`config.mk`:
```
export PLATFORM = sky130hd
export DESIGN_NAME = sram_req_arbiter_flat
export DESIGN_NICKNAME = d
export VERILOG_FILES = /design/src/rtl/sram_req_arbiter_if.sv /design/src/rtl/sram_req_arbiter.sv /design/src/flat_wrapper.sv
export SDC_FILE = /design/constraint.sdc
export NUM_CORES = 1
export LEC_CHECK = 0
export BUFFER_PORTS_ARGS = -buffer_cell sky130_fd_sc_hd__buf_2
export CAP_MARGIN = 40
export CORE_AREA = 8 8 103 105
export DETAILED_ROUTE_END_ITERATION = 8
export DIE_AREA = 0 0 111 113
export REMOVE_ABC_BUFFERS = 1
export SETUP_SLACK_MARGIN = 0.02
export SLEW_MARGIN = 20
export SYNTH_ARGS = -nofsm -noshare
export SYNTH_HDL_FRONTEND = slang
export SYNTH_SLANG_ARGS = --single-unit
export TNS_END_PERCENT = 50
```
`constraint.sdc`:
```
create_clock -name clk -period 5.24 [get_ports clk]
set_clock_uncertainty 0.05 [all_clocks]
set_input_delay 0 -clock clk [delete_from_list [all_inputs] [get_ports clk]]
set_output_delay 0 -clock clk [all_outputs]
set_load 0.01 [all_outputs]
```
`src/rtl/sram_req_arbiter_if.sv`:
```
// Bundle of the two sram-like master channels (inst, data) and the shared slave channel.
// The arbiter binds to "slave"; the environment (CPU masters and memory model) binds to "master".
interface sram_req_arbiter_if;
  logic        inst_req;
  logic [31:0] inst_addr;
  logic        inst_addr_ok;
  logic        inst_data_ok;
  logic [31:0] inst_rdata;

  logic        data_req;
  logic        data_wr;
  logic [1:0]  data_size;
  logic [3:0]  data_wstrb;
  logic [31:0] data_addr;
  logic [31:0] data_wdata;
  logic        data_addr_ok;
  logic        data_data_ok;
  logic [31:0] data_rdata;

  logic        mem_req;
  logic        mem_wr;
  logic [1:0]  mem_size;
  logic [3:0]  mem_wstrb;
  logic [31:0] mem_addr;
  logic [31:0] mem_wdata;
  logic        mem_addr_ok;
  logic        mem_data_ok;
  logic [31:0] mem_rdata;

  modport slave (
    input  inst_req, inst_addr,
    output inst_addr_ok, inst_data_ok, inst_rdata,
    input  data_req, data_wr, data_size, data_wstrb, data_addr, data_wdata,
    output data_addr_ok, data_data_ok, data_rdata,
    output mem_req, mem_wr, mem_size, mem_wstrb, mem_addr, mem_wdata,
    input  mem_addr_ok, mem_data_ok, mem_rdata
  );

  modport master (
    output inst_req, inst_addr,
    input  inst_addr_ok, inst_data_ok, inst_rdata,
    output data_req, data_wr, data_size, data_wstrb, data_addr, data_wdata,
    input  data_addr_ok, data_data_ok, data_rdata,
    input  mem_req, mem_wr, mem_size, mem_wstrb, mem_addr, mem_wdata,
    output mem_addr_ok, mem_data_ok, mem_rdata
  );
endinterface

```
`src/rtl/sram_req_arbiter.sv`:
```
// Two-master sram-like arbiter: data-priority grant with inst anti-starvation, and an
// in-order ID FIFO that routes the shared slave's responses back to the requesting master.
module sram_req_arbiter #(
  parameter int DEPTH      = 2,
  parameter int STARVE_MAX = 4
) (
  input logic                  clk,
  input logic                  resetn,
  sram_req_arbiter_if.slave    bus
);

  localparam int PTR_W = (DEPTH > 1) ? $clog2(DEPTH) : 1;
  localparam int CNT_W = $clog2(DEPTH + 1);
  localparam int STV_W = $clog2(STARVE_MAX + 1);
  localparam logic [CNT_W-1:0] FULL_CNT   = CNT_W'(DEPTH);
  localparam logic [STV_W-1:0] STARVE_LIM = STV_W'(STARVE_MAX);

  typedef enum logic {SRC_INST = 1'b0, SRC_DATA = 1'b1} src_e;

  logic [CNT_W-1:0] count_q;
  logic [PTR_W-1:0] wr_ptr_q, rd_ptr_q;
  logic [STV_W-1:0] starve_q;
  src_e             id_fifo [DEPTH];

  logic full, grant_data, grant_inst, push, pop;
  src_e head_id;

  // The starve limit overrides the default data priority only while inst is waiting.
  assign grant_data = bus.data_req & ~(bus.inst_req & (starve_q == STARVE_LIM));
  assign grant_inst = bus.inst_req & ~grant_data;
  assign full       = (count_q == FULL_CNT);

  assign bus.mem_req   = (bus.inst_req | bus.data_req) & ~full & ~resetn;
  assign bus.mem_wr    = grant_inst ? 1'b0     : bus.data_wr;
  assign bus.mem_size  = grant_inst ? 2'd2     : bus.data_size;
  assign bus.mem_wstrb = grant_inst ? 4'h0     : bus.data_wstrb;
  assign bus.mem_addr  = grant_inst ? bus.inst_addr : bus.data_addr;
  assign bus.mem_wdata = grant_inst ? 32'h0    : bus.data_wdata;

  assign push = bus.mem_req & bus.mem_addr_ok;
  assign bus.inst_addr_ok = push & grant_inst;
  assign bus.data_addr_ok = push & grant_data;

  // Responses with nothing outstanding are dropped silently.
  assign pop     = bus.mem_data_ok & (count_q != '0) & ~resetn;
  assign head_id = id_fifo[rd_ptr_q];
  assign bus.inst_data_ok = pop & (head_id == SRC_INST);
  assign bus.data_data_ok = pop & (head_id == SRC_DATA);
  assign bus.inst_rdata   = bus.mem_rdata;
  assign bus.data_rdata   = bus.mem_rdata;

  // NOTE: the ID storage has no reset; an entry is only read while count_q marks it valid.
  always_ff @(posedge clk) begin
    if (push) id_fifo[wr_ptr_q] <= grant_data ? SRC_DATA : SRC_INST;
  end

  always_ff @(posedge clk or posedge resetn) begin
    if (resetn) begin
      count_q  <= '0;
      wr_ptr_q <= '0;
      rd_ptr_q <= '0;
      starve_q <= '0;
    end else begin
      if (push) wr_ptr_q <= wr_ptr_q + 1'b1;
      if (pop)  rd_ptr_q <= rd_ptr_q + 1'b1;
      case ({push, pop})
        2'b10:   count_q <= count_q + 1'b1;
        2'b01:   count_q <= count_q - 1'b1;
        default: count_q <= count_q;
      endcase

      if (!bus.inst_req || bus.inst_addr_ok)
        starve_q <= '0;
      else if (bus.data_addr_ok && starve_q != STARVE_LIM)
        starve_q <= starve_q + 1'b1;
    end
  end

endmodule

```
`src/flat_wrapper.sv`:
```
// flat-port wrapper written by rule: the top's interface ports become plain ports
module sram_req_arbiter_flat 
#(
  parameter int DEPTH      = 2,
  parameter int STARVE_MAX = 4
)
  (clk, resetn, bus_inst_req, bus_inst_addr, bus_inst_addr_ok, bus_inst_data_ok, bus_inst_rdata, bus_data_req, bus_data_wr, bus_data_size, bus_data_wstrb, bus_data_addr, bus_data_wdata, bus_data_addr_ok, bus_data_data_ok, bus_data_rdata, bus_mem_req, bus_mem_wr, bus_mem_size, bus_mem_wstrb, bus_mem_addr, bus_mem_wdata, bus_mem_addr_ok, bus_mem_data_ok, bus_mem_rdata);
  sram_req_arbiter_if bus_i ();
  input logic clk;
  input logic resetn;
  input wire logic [$bits(bus_i.inst_req)-1:0] bus_inst_req;
  input wire logic [$bits(bus_i.inst_addr)-1:0] bus_inst_addr;
  output wire logic [$bits(bus_i.inst_addr_ok)-1:0] bus_inst_addr_ok;
  output wire logic [$bits(bus_i.inst_data_ok)-1:0] bus_inst_data_ok;
  output wire logic [$bits(bus_i.inst_rdata)-1:0] bus_inst_rdata;
  input wire logic [$bits(bus_i.data_req)-1:0] bus_data_req;
  input wire logic [$bits(bus_i.data_wr)-1:0] bus_data_wr;
  input wire logic [$bits(bus_i.data_size)-1:0] bus_data_size;
  input wire logic [$bits(bus_i.data_wstrb)-1:0] bus_data_wstrb;
  input wire logic [$bits(bus_i.data_addr)-1:0] bus_data_addr;
  input wire logic [$bits(bus_i.data_wdata)-1:0] bus_data_wdata;
  output wire logic [$bits(bus_i.data_addr_ok)-1:0] bus_data_addr_ok;
  output wire logic [$bits(bus_i.data_data_ok)-1:0] bus_data_data_ok;
  output wire logic [$bits(bus_i.data_rdata)-1:0] bus_data_rdata;
  output wire logic [$bits(bus_i.mem_req)-1:0] bus_mem_req;
  output wire logic [$bits(bus_i.mem_wr)-1:0] bus_mem_wr;
  output wire logic [$bits(bus_i.mem_size)-1:0] bus_mem_size;
  output wire logic [$bits(bus_i.mem_wstrb)-1:0] bus_mem_wstrb;
  output wire logic [$bits(bus_i.mem_addr)-1:0] bus_mem_addr;
  output wire logic [$bits(bus_i.mem_wdata)-1:0] bus_mem_wdata;
  input wire logic [$bits(bus_i.mem_addr_ok)-1:0] bus_mem_addr_ok;
  input wire logic [$bits(bus_i.mem_data_ok)-1:0] bus_mem_data_ok;
  input wire logic [$bits(bus_i.mem_rdata)-1:0] bus_mem_rdata;
  assign bus_i.inst_req = bus_inst_req;
  assign bus_i.inst_addr = bus_inst_addr;
  assign bus_inst_addr_ok = bus_i.inst_addr_ok;
  assign bus_inst_data_ok = bus_i.inst_data_ok;
  assign bus_inst_rdata = bus_i.inst_rdata;
  assign bus_i.data_req = bus_data_req;
  assign bus_i.data_wr = bus_data_wr;
  assign bus_i.data_size = bus_data_size;
  assign bus_i.data_wstrb = bus_data_wstrb;
  assign bus_i.data_addr = bus_data_addr;
  assign bus_i.data_wdata = bus_data_wdata;
  assign bus_data_addr_ok = bus_i.data_addr_ok;
  assign bus_data_data_ok = bus_i.data_data_ok;
  assign bus_data_rdata = bus_i.data_rdata;
  assign bus_mem_req = bus_i.mem_req;
  assign bus_mem_wr = bus_i.mem_wr;
  assign bus_mem_size = bus_i.mem_size;
  assign bus_mem_wstrb = bus_i.mem_wstrb;
  assign bus_mem_addr = bus_i.mem_addr;
  assign bus_mem_wdata = bus_i.mem_wdata;
  assign bus_i.mem_addr_ok = bus_mem_addr_ok;
  assign bus_i.mem_data_ok = bus_mem_data_ok;
  assign bus_i.mem_rdata = bus_mem_rdata;
  sram_req_arbiter #(.DEPTH(DEPTH), .STARVE_MAX(STARVE_MAX)) u_core (.clk(clk), .resetn(resetn), .bus(bus_i));
endmodule
```
# --- Word level (Yosys, flattened, before mapping) ---
# Memories as Yosys holds them, arrays and structs flattened.
# Index checks and enable logic that the tools add are counted.
word_totals:
  register_bits: 7
  ramBits: 2
  input_bits: 141
  elab_cells: 50
  n_memories: 1
memory_table:
  columns: ["name", "words", "width", "read_ports", "rd_ports_with_merged_regs", "write_ports", "line_no", "source"]
  rows:
  - ["u_core.id_fifo", 2, 1, 1, 0, 1, "sram_req_arbiter.sv:23", "src_e id_fifo [DEPTH];"]
classes:
  add_sub_neg: 5
  eq_ne: 5
  n_mux: 11
  bitwise: 18
  n_reduce_logical: 6
ops:
  columns: ["cell", "n"]
  rows:
  - ["32-bit 2-to-1 mux", 2]
  - ["1-bit AND", 12]
  - ["3-bit 2-to-1 mux", 2]
  - ["2-bit nonzero test", 3]
  - ["1-bit inverter", 5]
  - ["2-bit == test, second input constant", 2]
  - ["1-bit 2-to-1 mux", 4]
  - ["4-bit 2-to-1 mux", 1]
  - ["2-bit case mux with 2 select lines", 1]
  - ["3-bit by 1-bit adder with 3-bit output, second input constant", 1]
  - ["3-bit == test, second input constant", 1]
  - ["3-bit inequality test, second input constant", 1]
  - ["1-bit adder, second input constant", 2]
  - ["2-bit by 1-bit adder with 2-bit output, second input constant", 1]
  - ["2-bit by 1-bit == test with 1-bit output, second input constant", 1]
  - ["2-bit 2-to-1 mux", 1]
  - ["2-bit by 1-bit subtractor with 2-bit output, second input constant", 1]
  - ["1-bit logical AND", 1]
  - ["1-bit zero test", 1]
  - ["1-bit logical OR", 1]
  - ["1-bit OR", 1]

# --- Logic depth before layout (Yosys ltp) ---
# Gate-level depths: netlist of run 1.
depth:
  ltp_word: 9
  ltp_mapped: 8
  mapped_depth_nobuf: 7

# --- Worst setup path before layout of run 1 ---
# No wires, ideal clock.
synth_timing:
  kind: "reg-to-reg"
  startpoint: "register u_core.count_q[1]"
  endpoint: "register u_core.count_q[1]"
  arrival_time_ns: 1.583
  path_slack_ns: 3.528
  stages_incl_launch_ff: 7
  path_buffers: 1
  path_cell_list: "dfrtp_1 nor2b_1 or3_1 buf_6 ha_1 nor2_1 xor2_1"
synth_between:
  elab_chain_len: 7
  word_cells_on_any_way: 14
  classes_between: "add/sub: 2; eq/ne: 3; mux: 1; bitwise: 6; reduce/logical: 2"
synth_rtl:
  columns: ["item", "line_no", "source"]
  rows:
  - ["from (decl)", "sram_req_arbiter.sv:20", "logic [CNT_W-1:0] count_q;"]
  - ["from (signal assigned)", "sram_req_arbiter.sv:67", "2'b10: count_q <= count_q + 1'b1;"]
  - ["from (signal assigned)", "sram_req_arbiter.sv:68", "2'b01: count_q <= count_q - 1'b1;"]
  - ["from (signal assigned)", "sram_req_arbiter.sv:69", "default: count_q <= count_q;"]
  - ["2-bit == test", "sram_req_arbiter.sv:31", "assign full = (count_q == FULL_CNT);"]
  - ["1-bit inverter", "sram_req_arbiter.sv:33", "assign bus.mem_req = (bus.inst_req | bus.data_req) & ~full & ~resetn;"]
  - ["1-bit AND (2 in a row)", "sram_req_arbiter.sv:33", null]
  - ["1-bit AND", "sram_req_arbiter.sv:40", "assign push = bus.mem_req & bus.mem_addr_ok;"]
  - ["2-bit by 1-bit == test with 1-bit output / 2-bit == test (equally long branches)", "sram_req_arbiter.sv:66", "case ({push, pop})"]
  - ["2-bit case mux with 2 select lines / 2-bit nonzero test (equally long branches)", null, null]
# Several ways; a longest one is shown, not always the timed one.
# A chain may end at the register's enable or synchronous reset.

# --- Final worst setup path of run 1 ---
layout_timing:
  startpoint: "register u_core.starve_q[0]"
  endpoint: "output bus_mem_addr[30]"
layout_between:
  elab_chain_len: 7
layout_rtl:
  columns: ["item", "line_no", "source"]
  rows:
  - ["from (decl)", "sram_req_arbiter.sv:22", "logic [STV_W-1:0] starve_q;"]
  - ["from (signal assigned)", "sram_req_arbiter.sv:75", "starve_q <= starve_q + 1'b1;"]
  - ["3-bit == test", "sram_req_arbiter.sv:29", "assign grant_data = bus.data_req & ~(bus.inst_req & (starve_q == STARVE_LIM));"]
  - ["1-bit AND", "sram_req_arbiter.sv:29", null]
  - ["1-bit inverter", "sram_req_arbiter.sv:29", null]
  - ["1-bit AND", "sram_req_arbiter.sv:29", null]
  - ["1-bit inverter", "sram_req_arbiter.sv:30", "assign grant_inst = bus.inst_req & ~grant_data;"]
  - ["1-bit AND", "sram_req_arbiter.sv:30", null]
  - ["32-bit 2-to-1 mux", "sram_req_arbiter.sv:37", "assign bus.mem_addr = grant_inst ? bus.inst_addr : bus.data_addr;"]
  - ["to (decl)", "flat_wrapper.sv:29", "output wire logic [$bits(bus_i.mem_addr)-1:0] bus_mem_addr;"]
# No other way between the ends.

==> results of run 1 <==
registers in the layout (all words and copies together), names as in the netlist:
| register | cells |
|---|---|
| u_core.rd_ptr_q | 1 |
| u_core.id_fifo | 2 |
| u_core.starve_q | 3 |
| u_core.count_q | 2 |
| u_core.wr_ptr_q | 1 |
worst max path at each step:
| stage | slack (ns) | endpoint | cells past startpoint | start |
|---|---|---|---|---|
| global placement | 3.15 | bus_mem_addr[30] | 7 | u_core.starve_q[0] |
| detailed placement | 3.11 | bus_mem_addr[30] | 7 | u_core.starve_q[0] |
| CTS | 2.85 | bus_mem_addr[30] | 7 | u_core.starve_q[0] |
| global route | 2.73 | bus_mem_addr[30] | 7 | u_core.starve_q[0] |
| floorplan | 3.30 | bus_mem_addr[0] | 5 | u_core.starve_q[0] |
| finish | 2.88 | bus_mem_addr[30] | 7 | u_core.starve_q[0] |
logic make-up after synthesis:
| logic type | count (synthesis) |
|---|---|
| AOI/OAI and AO/OA | 7 |
| xor gates and xnor gates | 5 |
| adders and majority gates | 3 |
| buffers and inverters | 78 |
| DFF | 9 |
| muxes | 33 |
| and+or+nand+nor | 60 |
area by class of cell:
| type | instances | area, um^2 |
|---|---|---|
| fillers | 981 | 6420 |
| repair buffers | 218 | 1260 |
| multi-input cells | 108 | 858 |
| flip-flops and latches | 9 | 235 |
| well taps | 111 | 139 |
| clock buffers | 4 | 45.0 |
| inverters | 5 | 18.8 |
through the flow:
stage	instance area, um^2	setup WS, ns
3_3_place_gp	2180	3.15
2_1_floorplan	1110	3.30
3_5_place_dp	2180	3.11
4_1_cts	2550	2.85
5_1_grt	2550	2.73
6_report	2550	2.88
worst max-delay path: cells and delay by family (launching register included):
family                     cells  cell delay (ns)
AOI/OAI and AO/OA              1             0.22
DFF                            1             0.37
muxes                          1             0.43
adders and majority gates      1             0.22
and+or+nand+nor                1             0.06
buffers and inverters          3             0.73
repair_timing:
action | 4_1_cts | 5_1_grt
setup endpoints to repair | 0 | 0
hold endpoints to repair | 71 | 0
hold buffers | 33 | 0
power breakdown:
| part | internal [mW] | switching, mW |
|---|---|---|
| Combinational | 0.130 | 0.142 |
| Sequential | 0.0910 | 0.0169 |
| Clock | 0.0531 | 0.0278 |
metal layers:
layer  up-vias  share of wire [%]
met5         -               0.24
met4         4               0.24
met1       905                 43
met3        10                 15
li1        864                  -
met2       148                 41
placed cells by master (no fill, tap or decap), drive strengths merged:
master,count
buf,185
and2,38
dlygate4sd3,33
mux2,32
dfrtp,7
nor2,6
inv,5
nand2,5
xnor2,4
clkbuf,4
o211ai,3
ha,3
nor2b,2
o31ai,2
edfxtp,2
xor2,1
or2b,1
or3,1
nor3b,1
nor4,1
nand4b,1
o22ai,1
nand3,1
a21bo,1
nor3,1
nand2b,1
mux2i,1
and3,1
==> impl_metrics.json, run 1 <==
{
  "clkLatencyLatePin_ns": 0.23,
  "wl_per_cell_um": 24.2,
  "grt_use_total_pct": 16.4,
  "core_area_um2": 8980,
  "antenna_cells": 0,
  "layout-drive-gt1-share_pct": 64.5,
  "required_ns": 5.19,
  "vias_per_cell": 4.24,
  "slew_violations": 0,
  "hold_class": "in -> reg",
  "synth-compound-area-share_pct": 3.26,
  "period_share_pct": 45.1,
  "grt.met2_usage_pct": 23.6,
  "synth_mux_area_share_pct": 22.5,
  "ys_seq_area_share_pct": 14.3,
  "worst_path_max_delay_cell": "buf_4",
  "routed_wl_um": 11000,
  "synth.most_common_cell": "buf_4",
  "syn_area_um2": 1650,
  "fmax_mhz": 423,
  "finalHoldViolCount": 0,
  "ys_top_cells_by_area": "buf_4, mux2_2, and2_1",
  "synth_top_cell_by_area": "buf_4",
  "numCtsBuffers": 3,
  "synth_warnings": 0,
  "dr_total_vias": 1931,
  "ant_nets": 0,
  "grt_use_met1_pct": 20.1,
  "post_cts_buffers": 0,
  "cts-resized-gates": 0,
  "stdcell_count": 455,
  "end_kind": "primary output",
  "status": "completed",
  "power_mw": 0.461,
  "fin_util_pct": 28.5,
  "die_x_um": 111,
  "synth-async-reset-ratio_pct": 77.8,
  "drv_cap": 0,
  "r2r_setup_slack_ns": 3.37,
  "fin_setup_tns_ns": 0,
  "grt_pass1_wl_um": 15700,
  "grt_max_degree": 73,
  "area_growth_pct": 54.9,
  "die_height_um": 113,
  "crit_path_cell_trace": "inv_1 > ha_1 > a21bo_2 > nand2_2 > buf_4 > mux2_2 > buf_2",
  "syn_area_per_cell_um2": 8.46,
  "synthTopCellsByCount": "buf_4, and2_1, mux2_2",
  "clock_sinks": 9,
  "synth_top_family_by_area": "buffers and inverters",
  "drc": 0,
  "clock_path_buffers": 2,
  "rr_startpoint": "u_core.count_q[1]",
  "place.gp.congestion": 0.838,
  "holdPathEnd": "u_core.starve_q[1]",
  "tightest_slew_ns": 0.670,
  "synthAdderAreaFrac_pct": 2.28,
  "ios": 281,
  "min-delay-start": "bus_inst_req",
  "yosys_most_used_dff": "dfrtp_1",
  "synth-simple-area-share_pct": 21.4,
  "grt-ovfl-total": 0,
  "critPathLaunchType": "flop",
  "max_slew_margin_pct": 55.3,
  "htree_levels": 1,
  "synth_cells": 195,
  "drt-initial-drc-count": 37,
  "reg2reg_to": "u_core.count_q[1]",
  "hold_path_depth": 3,
  "rr_worst_depth": 6,
  "ys_types": 29,
  "fin_nets": 489,
  "firstDrtPassIters": 4,
  "initial_core_util_pct": 18.4,
  "rows": 35,
  "min_period_ns": 2.36,
  "rsz0062_at_grt": "no",
  "grt_pass1_vias": 2191,
  "max_stage_delay_ns": 0.51,
  "cts-root-buf": "clkbuf_8",
  "placedCellCount": 418,
  "path_clk_slew_ns": 0.05,
  "numPortBuffers": 184,
  "setup_viol": 0,
  "holdWs_ns": 0.0523,
  "antenna_found_initial": 2,
  "ys_ff_latch": 9,
  "critical_path_class": "reg -> out",
  "synth_xor_area_share_pct": 2.66,
  "irDropWorstVdd_v": 0.0000686,
  "use_met3_pct": 11.7,
  "synth_top_area_share_pct": 31.0,
  "dieArea_um2": 12500,
  "synth-edff-count": 2,
  "cp_max_fo": 72,
  "grt.busiest_layer": "met2",
  "power_density_nw_per_um2": 180,
  "arrival_ns": 2.31,
  "hpwl_um": 9140,
  "cts_tree": "yes",
  "p_leak_nw": 1.37
}
Power figures use the tool's default switching activity.
==> run 2, diff against run 1 <==
- CORE_AREA: 8 8 103 105 -> 8 8 104 106
- DIE_AREA: 0 0 111 113 -> 0 0 112 114
- clock period: 5.24 -> 2.13 ns (I/O delays scaled with it)
==> run 2 against run 1 <==
Via count grew 1.3%. Routed wire length down 1.3%. Critical endpoint is now bus_mem_addr[25]. Clock power up 140%. Final cell count grew 1.1%. Clock-buffer cell count did not move. Non-clock buffer count grew 4. Die area is 1.8% higher. Core utilization up 0.72 points.
==> impl_metrics.json, run 2 (same netlist as run 1, synthesis figures left out) <==
{
  "top_regs": "u_core.starve_q (3), u_core.count_q (2), u_core.id_fifo (2)",
  "numCtsBuffers": 3,
  "final_cell_mix": "buf_2, and2_1, dlygate4sd3_1",
  "ios": 281,
  "wl_per_cell_um": 23.6,
  "seq_power_share_pct": 23.3,
  "ant_nets": 0,
  "rows": 35,
  "setup_viol": 0,
  "die_x_um": 112,
  "rr_worst_depth": 5,
  "dpl-instance-area_um2": 2200,
  "finalHoldViolCount": 0,
  "fin_setup_tns_ns": 0,
  "cts_tree": "yes",
  "status": "completed",
  "htree_levels": 1,
  "grt-ovfl-total": 0,
  "clock_path_buffers": 2,
  "clkLatencyLatePin_ns": 0.23,
  "critPathLaunchType": "flop",
  "drv_cap": 0,
  "core_area_um2": 9110,
  "fmax_mhz": 495,
  "grt_pass1_wl_um": 14300,
  "place.gp.congestion": 0.868,
  "clock_sinks": 9,
  "largest_reg_flops": 3,
  "initial_core_util_pct": 18.1,
  "p_clk_share_pct": 17.2,
  "rr_startpoint": "u_core.count_q[1]",
  "arrival_ns": 1.97,
  "hpwl_um": 8400,
  "grt_pass1_vias": 2135,
  "power_density_nw_per_um2": 429,
  "crit_path_cell_trace": "inv_1 > ha_1 > a21bo_2 > nand2_4 > clkbuf_16 > mux2_2 > buf_2",
  "grt_max_degree": 73,
  "worst_path_max_delay_cell": "dfrtp_1",
  "min_period_ns": 2.02,
  "tightest_slew_ns": 0.445,
  "startpoint": "u_core.starve_q[0]",
  "combPwrFrac_pct": 59.5,
  "hold_path_depth": 3,
  "dp_slack_ns": 0.311,
  "routed_wl_um": 10800,
  "p_leak_nw": 1.42,
  "area_growth_pct": 61.2,
  "p_sw_share_pct": 39.3,
  "drt-initial-drc-count": 64,
  "hold_class": "in -> reg",
  "required_ns": 2.08,
  "grt_use_total_pct": 14.9,
  "end_kind": "primary output",
  "fill_cells": 1005,
  "firstDrtPassIters": 4,
  "final_common_cell": "buf_2",
  "path_clk_slew_ns": 0.05,
  "numPortBuffers": 184,
  "stdcell_area_um2": 2660,
  "vias_per_cell": 4.25,
  "layout-drive-gt1-share_pct": 64.9,
  "fin_nets": 493,
  "setup_ws_ns": 0.112,
  "regMostFlops": "u_core.starve_q",
  "max_slew_margin_pct": 70.3,
  "internal_power_mw": 0.692,
  "irDropWorstVdd_v": 0.000202,
  "slew_violations": 0,
  "dr_total_vias": 1957,
  "rsz0062_at_grt": "no",
  "critical_path_class": "reg -> out",
  "antenna_found_initial": 4,
  "switching_power_mw": 0.449,
  "r2r_setup_slack_ns": 0.44,
  "cp_max_fo": 18,
  "period_share_pct": 94.8,
  "cts-root-buf": "clkbuf_8",
  "drc": 0,
  "die_height_um": 114,
  "dieArea_um2": 12800,
  "reg2reg_to": "u_core.count_q[1]",
  "max_stage_delay_ns": 0.37,
  "crit_end": "bus_mem_addr[25]"
}
[run 2: changes by cell type in the layout (fill, tap and decap cells not counted), sizes merged]
cell,change
diode,+1
clkbuf,+3
buf,+1
[run 2: routing by layer]
metal | global-route usage, % | up-vias | part of all wire [%]
met5 | 0 | - | 0.39
met4 | 0.540 | 8 | 0.25
met3 | 10.6 | 10 | 14
met2 | 22.7 | 135 | 44
met1 | 17.4 | 930 | 41
li1 | - | 874 | -
[run 2: per-stage QoR]
| stage | std cells | hold slack [ns] | util [%] | power [mW] |
|---|---|---|---|---|
| finish | 460 | 0.0555 | 29.2 | 1.14 |
| global route | 459 | 0.0649 | 29.1 | 1.22 |
| CTS | 456 | 0.0423 | 28.3 | 1.13 |
| detailed placement | 419 | -0.0640 | 24.1 | 0.811 |
| global placement | 419 | -0.0696 | 24.1 | 0.801 |
| floorplan | 122 | -0.238 | - | 0.543 |
[run 2: how the worst min path moves through the flow]
| stage | from | end | slack (ns) |
|---|---|---|---|
| after floorplan | resetn | u_core.count_q[0] | -0.24 |
| after global placement | resetn | u_core.count_q[1] | -0.07 |
| after detailed placement | resetn | u_core.count_q[1] | -0.06 |
| after CTS | bus_inst_req | u_core.starve_q[1] | 0.04 |
| after global routing | bus_inst_req | u_core.starve_q[1] | 0.06 |
| final | bus_data_req | u_core.starve_q[2] | 0.06 |
[run 2: layout make-up]
type | count | area (um^2) | share of cell area (%)
clock buffer | 4 | 45.0 | 1.69
multi-input combinational | 108 | 863 | 32.5
inverter | 5 | 18.8 | 0.706
sequential | 9 | 235 | 8.85
antenna | 1 | 2.50 | 0.0942
tap | 111 | 139 | 5.23
timing repair buffer | 222 | 1350 | 50.9
[run 2: what timing repair did]
item,CTS,global route
gates resized for setup,0,1
endpoints found under the hold margin,71,0
setup buffers,0,0
hold buffers,33,0
setup endpoints to repair,0,32
[run 2: worst max-delay path, delay by kind of cell, from the launching register on]
| kind | cells | cell delay (ns) |
|---|---|---|
| flops | 1 | 0.37 |
| fa+ha+maj | 1 | 0.22 |
| simple gates | 1 | 0.13 |
| buf+inv | 3 | 0.42 |
| compound gates | 1 | 0.24 |
| mux | 1 | 0.34 |
[run 2: power groups by stage]
stage               clock (mW)  sequential [mW]  combinational, mW
CTS                      0.202            0.266              0.661
global route             0.213            0.273              0.737
global placement             0            0.265              0.536
finish                   0.196            0.266              0.678
detailed placement           0            0.267              0.543
floorplan                    0            0.259              0.284
==> run 3, diff against run 2 <==
- ABC_AREA: unset -> 1
- CTS_CLUSTER_DIAMETER: unset -> 100
==> run 3 against run 2 <==
Via count up 15%. First-iteration DRC count rose by 94%. Combinational power about the same. Largest power group unchanged.
==> impl_metrics.json, run 3 <==
{
  "status": "completed",
  "syn_area_per_cell_um2": 5.72,
  "clkLatencyLatePin_ns": 0.23,
  "ios": 281,
  "final_common_cell": "buf_2",
  "largest_reg_flops": 3,
  "fin_setup_tns_ns": 0,
  "synth_warnings": 0,
  "antenna_cells": 0,
  "required_ns": 2.08,
  "rows": 35,
  "critPathLaunchType": "flop",
  "synth_cells": 312,
  "hpwl_um": 7850,
  "grt_pass1_vias": 2357,
  "grt.met2_usage_pct": 24.0,
  "routed_wl_um": 10100,
  "p_leak_nw": 1.77,
  "cp_max_fo": 35,
  "max_stage_delay_ns": 0.39,
  "max_slew_margin_pct": 72.4,
  "clock_sinks": 9,
  "synth-edff-count": 2,
  "grt-ovfl-total": 0,
  "fill_cells": 1008,
  "tightest_slew_ns": 0.410,
  "fin_util_pct": 29.5,
  "cts_tree": "yes",
  "synth_top_area_share_pct": 28.6,
  "top_regs": "u_core.starve_q (3), u_core.count_q (2), u_core.id_fifo (2)",
  "die_x_um": 112,
  "period_share_pct": 89.4,
  "ant_nets": 0,
  "dieArea_um2": 12800,
  "regMostFlops": "u_core.starve_q",
  "core_area_um2": 9110,
  "drv_cap": 0,
  "crit_path_cell_trace": "inv_1 > ha_1 > nand3_2 > nand2_4 > nand2_4 > inv_6 > buf_12 > nand2_1 > nand2_1 > buf_2",
  "numPortBuffers": 184,
  "hold_class": "in -> reg",
  "numCtsBuffers": 3,
  "ys_top_cells_by_area": "buf_4, nand2_1, inv_1",
  "synth_top_cell_by_area": "buf_4",
  "syn_area_um2": 1790,
  "initial_core_util_pct": 19.6,
  "layout-drive-gt1-share_pct": 43.2,
  "htree_levels": 1,
  "firstDrtPassIters": 4,
  "drt-initial-drc-count": 124,
  "finalHoldViolCount": 0,
  "min_period_ns": 1.90,
  "yosys_most_used_dff": "dfrtp_1",
  "final_cell_mix": "buf_2, nand2_1, inv_1",
  "ys_types": 23,
  "place.gp.congestion": 0.839,
  "rsz0062_at_grt": "no",
  "vias_per_cell": 3.94,
  "ys_seq_area_share_pct": 13.2,
  "synth-async-reset-ratio_pct": 77.8,
  "synth.most_common_cell": "nand2_1",
  "irDropWorstVdd_v": 0.000166,
  "holdWs_ns": 0.0594,
  "setup_viol": 0,
  "fmax_mhz": 525,
  "wl_per_cell_um": 17.7,
  "antenna_found_initial": 0,
  "power_density_nw_per_um2": 426,
  "area_growth_pct": 50.5,
  "end_kind": "primary output",
  "ys_ff_latch": 9,
  "clock_path_buffers": 2,
  "arrival_ns": 1.85,
  "grt.busiest_layer": "met2",
  "grt_use_met1_pct": 18.3,
  "grt_pass1_wl_um": 14400,
  "fin_nets": 606,
  "synthTopCellsByCount": "nand2_1, buf_4, inv_1",
  "slew_violations": 0,
  "critical_path_class": "reg -> out",
  "dr_total_vias": 2255,
  "grt_max_degree": 36,
  "worst_path_max_delay_cell": "dfrtp_1",
  "cts-root-buf": "clkbuf_8",
  "die_height_um": 114,
  "drc": 0,
  "use_met3_pct": 4.12,
  "grt_use_total_pct": 14.6,
  "path_clk_slew_ns": 0.05
}
[run 3: cell count changes after synthesis, sizes merged, moves of 3 or more]
cell and change:
and2 -38, buf +6, clkbuf -4, inv +47
mux2 -32, nand2 +99, nand3 +6, nor2 +44
o211ai -3, o21ai +3
[run 3: critical path: cells and delay by family (launching register included)]
kind	cells	cell delay (ns)
adder cells (fa/ha/maj)	1	0.19
AND/OR/NAND/NOR	5	0.40
flip-flops	1	0.39
buffers and inverters	4	0.63
[run 3: cell type report]
type                    instances  area [um^2]  share of cell area [%]
inverters                      52          200                    7.45
well taps                     111          139                    5.17
repair buffers                220         1290                    47.9
multi-input cells             176          782                    29.1
clock buffers                   4         45.0                    1.68
flip-flops and latches          9          235                    8.75
[run 3: logic make-up (layout without fill, tap and decap cells)]
family                   count (synthesis)  after routing  share of synthesized area, %
AO/OA/AOI/OAI                            4              4                          1.12
XOR/XNOR                                 5              5                          2.45
flip-flops                               9              9                          13.2
buffers and inverters                  127            276                          43.0
adder cells (fa/ha/maj)                  3              3                          2.10
AND/OR/NAND/NOR                        164            164                          38.1
[run 3: final timing paths]
| check | from | to | slack, ns | depth (start not counted) |
|---|---|---|---|---|
| max in group asynchronous | resetn | u_core.starve_q[2] | 1.53 | 3 |
| setup reg to reg | u_core.starve_q[0] | u_core.starve_q[2] | 0.39 | 10 |
| setup / recovery | u_core.starve_q[0] | bus_mem_addr[26] | 0.23 | 10 |
| min in group asynchronous | resetn | u_core.count_q[1] | 0.26 | 3 |
| hold / removal | bus_inst_req | u_core.starve_q[1] | 0.06 | 3 |
| hold reg to reg | u_core.rd_ptr_q | u_core.rd_ptr_q | 0.44 | 1 |
[run 3: through the flow]
stage	total power [mW]	area, um^2	std cells	setup slack (ns)
floorplan	0.549	1210	237	0.479
global placement	0.809	2310	535	0.456
detailed placement	0.819	2310	535	0.367
CTS	1.13	2690	572	0.122
global route	1.22	2690	572	0.0691
finish	1.14	2690	572	0.226
[run 3: power by group]
group          internal [mW]  leakage [nW]  switching (mW)  total, mW
Sequential             0.224         0.107          0.0397      0.263
Clock                  0.131        0.0228          0.0695      0.200
Combinational          0.291          1.64           0.390      0.681
Total                  0.646          1.77           0.499       1.14
[run 3: routing by layer]
layer  wire length (um)  part of all wire [%]
met5                 71                  0.70
met4                 63                  0.62
met3                793                   7.8
met2               4970                    49
met1               4210                    42
[run 3: timing repair]
item	CTS	global route
endpoints found under the hold margin	71	0
resized for setup	0	1
buffers inserted	0	0
setup endpoints to repair	0	5
hold buffers	33	0
